### config.mk
export PLATFORM = sky130hd
export DESIGN_NAME = apb4_req_master_flat
export DESIGN_NICKNAME = d
export VERILOG_FILES = /design/src/rtl/apb4_req_master_pkg.sv /design/src/rtl/apb4_req_master_if.sv /design/src/rtl/apb4_req_master_tmo.sv /design/src/rtl/apb4_req_master.sv /design/src/flat_wrapper.sv
export SDC_FILE = /design/constraint.sdc
export NUM_CORES = 1
export LEC_CHECK = 0
export CORE_ASPECT_RATIO = 2
export CORE_MARGIN = 5
export CORE_UTILIZATION = 40
export DETAILED_ROUTE_END_ITERATION = 10
export PLACE_DENSITY = 0.86
export SLEW_MARGIN = 20
export SYNTH_ARGS = -nofsm -noshare
export SYNTH_HDL_FRONTEND = slang
export SYNTH_SLANG_ARGS = --single-unit
### constraint.sdc
create_clock -name clk_i -period 4 [get_ports clk_i]
set_input_delay 0.6 -clock clk_i [delete_from_list [all_inputs] [get_ports clk_i]]
set_output_delay 0.6 -clock clk_i [all_outputs]
set_load 0.02 [all_outputs]
### src/rtl/apb4_req_master_pkg.sv
// Shared widths, FSM state and latched-request type for the APB4 request master.
// Bus widths are fixed here so the interface, top and bench all agree.
package apb4_req_master_pkg;

    localparam int unsigned ADDR_WIDTH = 32;
    localparam int unsigned DATA_WIDTH = 32;
    localparam int unsigned STRB_WIDTH = DATA_WIDTH / 8;

    typedef enum logic [1:0] {
        IDLE   = 2'd0,
        SETUP  = 2'd1,
        ACCESS = 2'd2
    } state_e;

    typedef struct packed {
        logic                  write;
        logic [ADDR_WIDTH-1:0] addr;
        logic [DATA_WIDTH-1:0] wdata;
        logic [STRB_WIDTH-1:0] strb;
    } req_t;

endpackage

### src/rtl/apb4_req_master_if.sv
// Requester handshake plus APB4 bus bundle for apb4_req_master.
// The master modport is the block itself; slave is the surrounding logic.
interface apb4_req_master_if;
    import apb4_req_master_pkg::*;

    logic                  req_valid_i;
    logic                  req_ready_o;
    logic                  req_write_i;
    logic [ADDR_WIDTH-1:0] req_addr_i;
    logic [DATA_WIDTH-1:0] req_wdata_i;
    logic [STRB_WIDTH-1:0] req_wstrb_i;
    logic                  rsp_valid_o;
    logic                  rsp_ready_i;
    logic [DATA_WIDTH-1:0] rsp_rdata_o;
    logic                  rsp_err_o;
    logic [ADDR_WIDTH-1:0] paddr_o;
    logic [2:0]            pprot_o;
    logic                  psel_o;
    logic                  penable_o;
    logic                  pwrite_o;
    logic [DATA_WIDTH-1:0] pwdata_o;
    logic [STRB_WIDTH-1:0] pstrb_o;
    logic                  pready_i;
    logic [DATA_WIDTH-1:0] prdata_i;
    logic                  pslverr_i;

    modport master (
        input  req_valid_i, req_write_i, req_addr_i, req_wdata_i, req_wstrb_i,
        input  rsp_ready_i, pready_i, prdata_i, pslverr_i,
        output req_ready_o, rsp_valid_o, rsp_rdata_o, rsp_err_o,
        output paddr_o, pprot_o, psel_o, penable_o, pwrite_o, pwdata_o, pstrb_o
    );

    modport slave (
        output req_valid_i, req_write_i, req_addr_i, req_wdata_i, req_wstrb_i,
        output rsp_ready_i, pready_i, prdata_i, pslverr_i,
        input  req_ready_o, rsp_valid_o, rsp_rdata_o, rsp_err_o,
        input  paddr_o, pprot_o, psel_o, penable_o, pwrite_o, pwdata_o, pstrb_o
    );

endinterface

### src/rtl/apb4_req_master_tmo.sv
// PREADY wait-state counter; expired_o fires in the ACCESS cycle whose
// stall brings the count to TIMEOUT_CYC. TIMEOUT_CYC = 0 disables it.
module apb4_req_master_tmo #(
    parameter int unsigned TIMEOUT_CYC = 256
) (
    input  logic clk_i,
    input  logic rst_i,
    input  logic clr_i,
    input  logic en_i,
    output logic expired_o
);

    if (TIMEOUT_CYC == 0) begin : g_off
        assign expired_o = 1'b0;
    end else begin : g_on
        localparam int unsigned CW = (TIMEOUT_CYC > 1) ? $clog2(TIMEOUT_CYC) : 1;
        localparam logic [CW-1:0] LAST = CW'(TIMEOUT_CYC - 1);

        logic [CW-1:0] cnt_q, cnt_d;

        always_comb begin
            cnt_d = cnt_q;
            if (clr_i) begin
                cnt_d = '0;
            end else if (en_i && cnt_q != LAST) begin
                cnt_d = cnt_q + CW'(1);
            end
        end

        always_ff @(posedge clk_i) begin
            if (rst_i) begin
                cnt_q <= '0;
            end else begin
                cnt_q <= cnt_d;
            end
        end

        assign expired_o = en_i && (cnt_q == LAST);
    end

endmodule

### src/rtl/apb4_req_master.sv
// Turns a valid/ready request into one APB4 SETUP/ACCESS transfer and
// buffers the response until the requester takes it.
module apb4_req_master
    import apb4_req_master_pkg::*;
#(
    parameter int unsigned TIMEOUT_CYC = 256,
    parameter logic [2:0]  PPROT_VAL   = 3'b000
) (
    input logic                clk_i,
    input logic                rst_i,
    apb4_req_master_if.master  bus
);

    state_e                state_q, state_d;
    req_t                  req_q, req_d;
    logic                  psel_q, psel_d;
    logic                  penable_q, penable_d;
    logic                  rsp_valid_q, rsp_valid_d;
    logic                  rsp_err_q, rsp_err_d;
    logic [DATA_WIDTH-1:0] rsp_rdata_q, rsp_rdata_d;
    logic                  req_ready;
    logic                  tmo_en;
    logic                  tmo_expired;

    assign req_ready = !rst_i && (state_q == IDLE)
                       && (!rsp_valid_q || bus.rsp_ready_i);
    assign tmo_en    = (state_q == ACCESS) && !bus.pready_i;

    apb4_req_master_tmo #(
        .TIMEOUT_CYC (TIMEOUT_CYC)
    ) u_tmo (
        .clk_i     (clk_i),
        .rst_i     (rst_i),
        .clr_i     (state_q == SETUP),
        .en_i      (tmo_en),
        .expired_o (tmo_expired)
    );

    always_comb begin
        state_d     = state_q;
        req_d       = req_q;
        rsp_valid_d = rsp_valid_q;
        rsp_err_d   = rsp_err_q;
        rsp_rdata_d = rsp_rdata_q;
        if (rsp_valid_q && bus.rsp_ready_i) begin
            rsp_valid_d = 1'b0;
        end
        unique case (state_q)
            IDLE: begin
                if (req_ready && bus.req_valid_i) begin
                    req_d.write = bus.req_write_i;
                    req_d.addr  = bus.req_addr_i;
                    req_d.wdata = bus.req_wdata_i;
                    req_d.strb  = bus.req_write_i ? bus.req_wstrb_i : '0;
                    state_d     = SETUP;
                end
            end
            SETUP: state_d = ACCESS;
            ACCESS: begin
                // A ready slave wins over a timeout landing in the same cycle
                if (bus.pready_i || tmo_expired) begin
                    state_d     = IDLE;
                    rsp_valid_d = 1'b1;
                    rsp_err_d   = !bus.pready_i || bus.pslverr_i;
                    rsp_rdata_d = (bus.pready_i && !bus.pslverr_i && !req_q.write)
                                  ? bus.prdata_i : '0;
                end
            end
            default: state_d = IDLE;
        endcase
        psel_d    = (state_d != IDLE);
        penable_d = (state_d == ACCESS);
    end

    always_ff @(posedge clk_i) begin
        if (rst_i) begin
            state_q     <= IDLE;
            req_q       <= '0;
            psel_q      <= 1'b0;
            penable_q   <= 1'b0;
            rsp_valid_q <= 1'b0;
            rsp_err_q   <= 1'b0;
            rsp_rdata_q <= '0;
        end else begin
            state_q     <= state_d;
            req_q       <= req_d;
            psel_q      <= psel_d;
            penable_q   <= penable_d;
            rsp_valid_q <= rsp_valid_d;
            rsp_err_q   <= rsp_err_d;
            rsp_rdata_q <= rsp_rdata_d;
        end
    end

    assign bus.req_ready_o = req_ready;
    assign bus.rsp_valid_o = rsp_valid_q;
    assign bus.rsp_err_o   = rsp_err_q;
    assign bus.rsp_rdata_o = rsp_rdata_q;
    assign bus.paddr_o     = req_q.addr;
    assign bus.pwrite_o    = req_q.write;
    assign bus.pwdata_o    = req_q.wdata;
    assign bus.pstrb_o     = req_q.strb;
    assign bus.pprot_o     = PPROT_VAL;
    assign bus.psel_o      = psel_q;
    assign bus.penable_o   = penable_q;

endmodule

### src/flat_wrapper.sv
// flat-port wrapper written by rule: the top's interface ports become plain ports
module apb4_req_master_flat import apb4_req_master_pkg::*;
#(
    parameter int unsigned TIMEOUT_CYC = 256,
    parameter logic [2:0]  PPROT_VAL   = 3'b000
)
  (clk_i, rst_i, bus_req_valid_i, bus_req_write_i, bus_req_addr_i, bus_req_wdata_i, bus_req_wstrb_i, bus_rsp_ready_i, bus_pready_i, bus_prdata_i, bus_pslverr_i, bus_req_ready_o, bus_rsp_valid_o, bus_rsp_rdata_o, bus_rsp_err_o, bus_paddr_o, bus_pprot_o, bus_psel_o, bus_penable_o, bus_pwrite_o, bus_pwdata_o, bus_pstrb_o);
  apb4_req_master_if bus_i ();
  input logic clk_i;
  input logic rst_i;
  input wire logic [$bits(bus_i.req_valid_i)-1:0] bus_req_valid_i;
  input wire logic [$bits(bus_i.req_write_i)-1:0] bus_req_write_i;
  input wire logic [$bits(bus_i.req_addr_i)-1:0] bus_req_addr_i;
  input wire logic [$bits(bus_i.req_wdata_i)-1:0] bus_req_wdata_i;
  input wire logic [$bits(bus_i.req_wstrb_i)-1:0] bus_req_wstrb_i;
  input wire logic [$bits(bus_i.rsp_ready_i)-1:0] bus_rsp_ready_i;
  input wire logic [$bits(bus_i.pready_i)-1:0] bus_pready_i;
  input wire logic [$bits(bus_i.prdata_i)-1:0] bus_prdata_i;
  input wire logic [$bits(bus_i.pslverr_i)-1:0] bus_pslverr_i;
  output wire logic [$bits(bus_i.req_ready_o)-1:0] bus_req_ready_o;
  output wire logic [$bits(bus_i.rsp_valid_o)-1:0] bus_rsp_valid_o;
  output wire logic [$bits(bus_i.rsp_rdata_o)-1:0] bus_rsp_rdata_o;
  output wire logic [$bits(bus_i.rsp_err_o)-1:0] bus_rsp_err_o;
  output wire logic [$bits(bus_i.paddr_o)-1:0] bus_paddr_o;
  output wire logic [$bits(bus_i.pprot_o)-1:0] bus_pprot_o;
  output wire logic [$bits(bus_i.psel_o)-1:0] bus_psel_o;
  output wire logic [$bits(bus_i.penable_o)-1:0] bus_penable_o;
  output wire logic [$bits(bus_i.pwrite_o)-1:0] bus_pwrite_o;
  output wire logic [$bits(bus_i.pwdata_o)-1:0] bus_pwdata_o;
  output wire logic [$bits(bus_i.pstrb_o)-1:0] bus_pstrb_o;
  assign bus_i.req_valid_i = bus_req_valid_i;
  assign bus_i.req_write_i = bus_req_write_i;
  assign bus_i.req_addr_i = bus_req_addr_i;
  assign bus_i.req_wdata_i = bus_req_wdata_i;
  assign bus_i.req_wstrb_i = bus_req_wstrb_i;
  assign bus_i.rsp_ready_i = bus_rsp_ready_i;
  assign bus_i.pready_i = bus_pready_i;
  assign bus_i.prdata_i = bus_prdata_i;
  assign bus_i.pslverr_i = bus_pslverr_i;
  assign bus_req_ready_o = bus_i.req_ready_o;
  assign bus_rsp_valid_o = bus_i.rsp_valid_o;
  assign bus_rsp_rdata_o = bus_i.rsp_rdata_o;
  assign bus_rsp_err_o = bus_i.rsp_err_o;
  assign bus_paddr_o = bus_i.paddr_o;
  assign bus_pprot_o = bus_i.pprot_o;
  assign bus_psel_o = bus_i.psel_o;
  assign bus_penable_o = bus_i.penable_o;
  assign bus_pwrite_o = bus_i.pwrite_o;
  assign bus_pwdata_o = bus_i.pwdata_o;
  assign bus_pstrb_o = bus_i.pstrb_o;
  apb4_req_master #(.TIMEOUT_CYC(TIMEOUT_CYC), .PPROT_VAL(PPROT_VAL)) u_core (.clk_i(clk_i), .rst_i(rst_i), .bus(bus_i));
endmodule
==> out/metrics.csv <==
metric;value;unit
outcome;completed;
syn_inst;589;
grt_overflow_total;0;
fin_nets;866;
drtPass1Iterations;5;
leakage;2.54;nW
rsz0062_at_grt;no;
htreeDepth;4;
cts_buffers;17;
dpl.hpwl;10.7;mm
diodes;0;
die-area;15200;µm²
ys_seq_area_share;45.3;%
cts_tree;done;
slew_headroom;46.3;%
crit_required;3.40;ns
finalCritPeriodShare;64.7;%
p_int;2.32;mW
cp_max_fo;2;
design.core.area;12600;µm²
power.switching;792;µW
grt_pass1_wl;24.9;mm
worstMarginPinSlew;0.806;ns
finalMaxSlewViolations;0;
clk_pin_slew;0.06;ns
synth_mux_area_share;0.985;%
finalWeightedCongestion;0.808;
yosys_warnings;0;
fmax;0.386;GHz
cts.path.max_buffers;2;
synth_top_family_by_area;compound AO/OA/AOI/OAI gates;
worstSetupEndpointType;output port;
synth_xor_area_share;0;%
p_clk_share;47.6;%
synth_ff_type;dfxtp_1;
synth-seq-cells;115;
ys_types;39;
switching_share;25.4;%
postCtsSetupRepairBufs;0;
ios;216;
setup_viol;0;
min_path_type;flip-flop to flip-flop;
synth_area_leaders;dfxtp_1, a21oi_1, nand3_1, o21ai_0, a32oi_1;
rows;58;
final.min_clock_period;2.59;ns
yosysMostFrequentCell;dfxtp_1;
synthArstFlopShare;0;%
arrival;1.99;ns
root_buffer;clkbuf_16;
drtIter0Drc;170;
yosys.area_share.adder;0.246;%
portBuffers;212;
hold_violations;0;
path_class;primary input to output port;
wl_per_cell;17.5;µm
synth-edff-count;0;
synth_top_area_share;45.3;%
wl;16.1;mm
die_y;169;µm
layout-drive-gt1-share;8.30;%
grt_pass1_vias;5007;
start_util;40.5;%
p_comb_share;13.3;%
vias;5129;
antenna_found_initial;0;
grt_max_degree;80;
postRouteAntennaNets;0;
vdd_ir_drop_max;311;µV
die_w;89.7;µm
tns;0;ns
route.detailed.drc;0;
hold_ws;0.462;ns
synth.largest_area_cell;dfxtp_1;
synth_compound_area_share;27.2;%
area_growth;52.0;%
fin_skew;0.0117;ns
cts_hold_buf;0;
viasPerCell;5.57;
synthTopCellsByCount;dfxtp_1, a21oi_1, nand3_1, o21ai_0, clkbuf_1;
powerDensity;403;nW/µm²
synth.avg_cell_area;8.63;µm²
grtUsageTotal;20.5;%
yosys.area_share.simple;16.9;%
p_seq_share;39.1;%
clock_latency;0.41;ns
startpoint_type;primary input;
synthesis.area;5080;µm²
cts_resized;0;
cap_violations;0;
cts.sink_count;115;
## path summary, 6_finish.rpt
check / depth (start not counted) / end / startpoint / slack, ns
worst min register to register: 2 / u_core.bus.pstrb_o[2] / u_core.bus.pstrb_o[2] / 0.46
worst min-delay path: 2 / u_core.bus.pstrb_o[2] / u_core.bus.pstrb_o[2] / 0.46
worst max-delay path: 4 / bus_req_ready_o / bus_rsp_ready_i / 1.41
worst max register to register: 3 / u_core.bus.paddr_o[3] / u_core.state_q[0] / 2.07
## routing by layer
metal | up-vias | track usage (%) | wire length, µm | part of all wire [%]
li1 | 2496 | - | - | -
met1 | 2391 | 22.4 | 5880 | 36
met2 | 208 | 35.9 | 8450 | 52
met3 | 34 | 5.64 | 1230 | 7.6
met5 | - | 0 | 0 | 0
met4 | 0 | 9.07 | 570 | 3.5
## cell type report
cell class,instances,area (µm²)
multi-input cells,367,2330
fillers,1033,4830
clock buffers,17,425
repair buffers,221,2190
well taps,150,188
inverters,36,135
clock inverters,15,159
flip-flops and latches,115,2300
## registers in the layout, indices dropped and copies added, names as in the netlist
register and cells:
u_core.bus.paddr_o 32, u_core.bus.penable_o 1, u_core.bus.psel_o 1, u_core.bus.pstrb_o 4, u_core.bus.pwdata_o 32, u_core.bus.pwrite_o 1
u_core.bus.rsp_err_o 1, u_core.bus.rsp_rdata_o 32, u_core.bus.rsp_valid_o 1, u_core.state_q 2, u_core.u_tmo.g_on.cnt_q 8
## power by group through the flow
stage          clock network (mW)  registers, mW  logic (mW)
6_report                     1.48           1.22       0.413
2_1_floorplan                   0           1.29       0.148
5_1_grt                      1.57           1.22       0.441
3_5_place_dp                    0           1.24       0.414
4_1_cts                      1.52           1.22       0.416
3_3_place_gp                    0           1.24       0.410
## metrics by stage
step / std cells / worst slack (ns) / area [µm²] / util [%] / power [mW]
finish: 921 / 1.41 / 7720 / 61.5 / 3.11
global route: 921 / 1.32 / 7720 / 61.5 / 3.23
CTS: 921 / 1.40 / 7720 / 61.5 / 3.15
detailed placement: 889 / 1.40 / 7140 / 56.9 / 1.65
global placement: 889 / 1.43 / 7140 / 56.9 / 1.65
floorplan: 591 / 1.56 / 5090 / - / 1.44
## worst max-delay path: stages
cell and delay [ns]:
clkdlybuf4s50_1 0.53, nor2b_4 0.06, nor4_1 0.16, clkdlybuf4s50_1 0.65
## cell usage in the layout, fill, tap and decap left out, drive strengths merged, types with 3 or more instances in the layout
cell type | netlist | layout
o41ai | 32 | 32
nor2b | 33 | 33
o21ai | 71 | 71
mux2i | 5 | 5
clkdlybuf4s50 | 0 | 211
clkinvlp | 0 | 6
nand3 | 69 | 69
nand2b | 3 | 3
nor4 | 5 | 5
dfxtp | 115 | 115
a31oi | 3 | 3
a32oi | 32 | 32
buf | 21 | 10
conb | 1 | 3
nand4 | 6 | 6
nor2 | 3 | 3
clkinv | 0 | 4
clkbuf | 52 | 17
or3b | 5 | 5
a21oi | 72 | 72
nand3b | 6 | 6
inv | 36 | 39
## cells by family (layout without fill, tap and decap cells)
| family | after synthesis | in the layout |
|---|---|---|
| muxes | 5 | 5 |
| buffers and inverters | 109 | 289 |
| and+or+nand+nor | 142 | 142 |
| adders and majority gates | 1 | 1 |
| AOI/OAI and AO/OA | 216 | 216 |
| DFF | 115 | 115 |
| other | 1 | 3 |
Note: power is estimated with default switching activity, not from simulation.
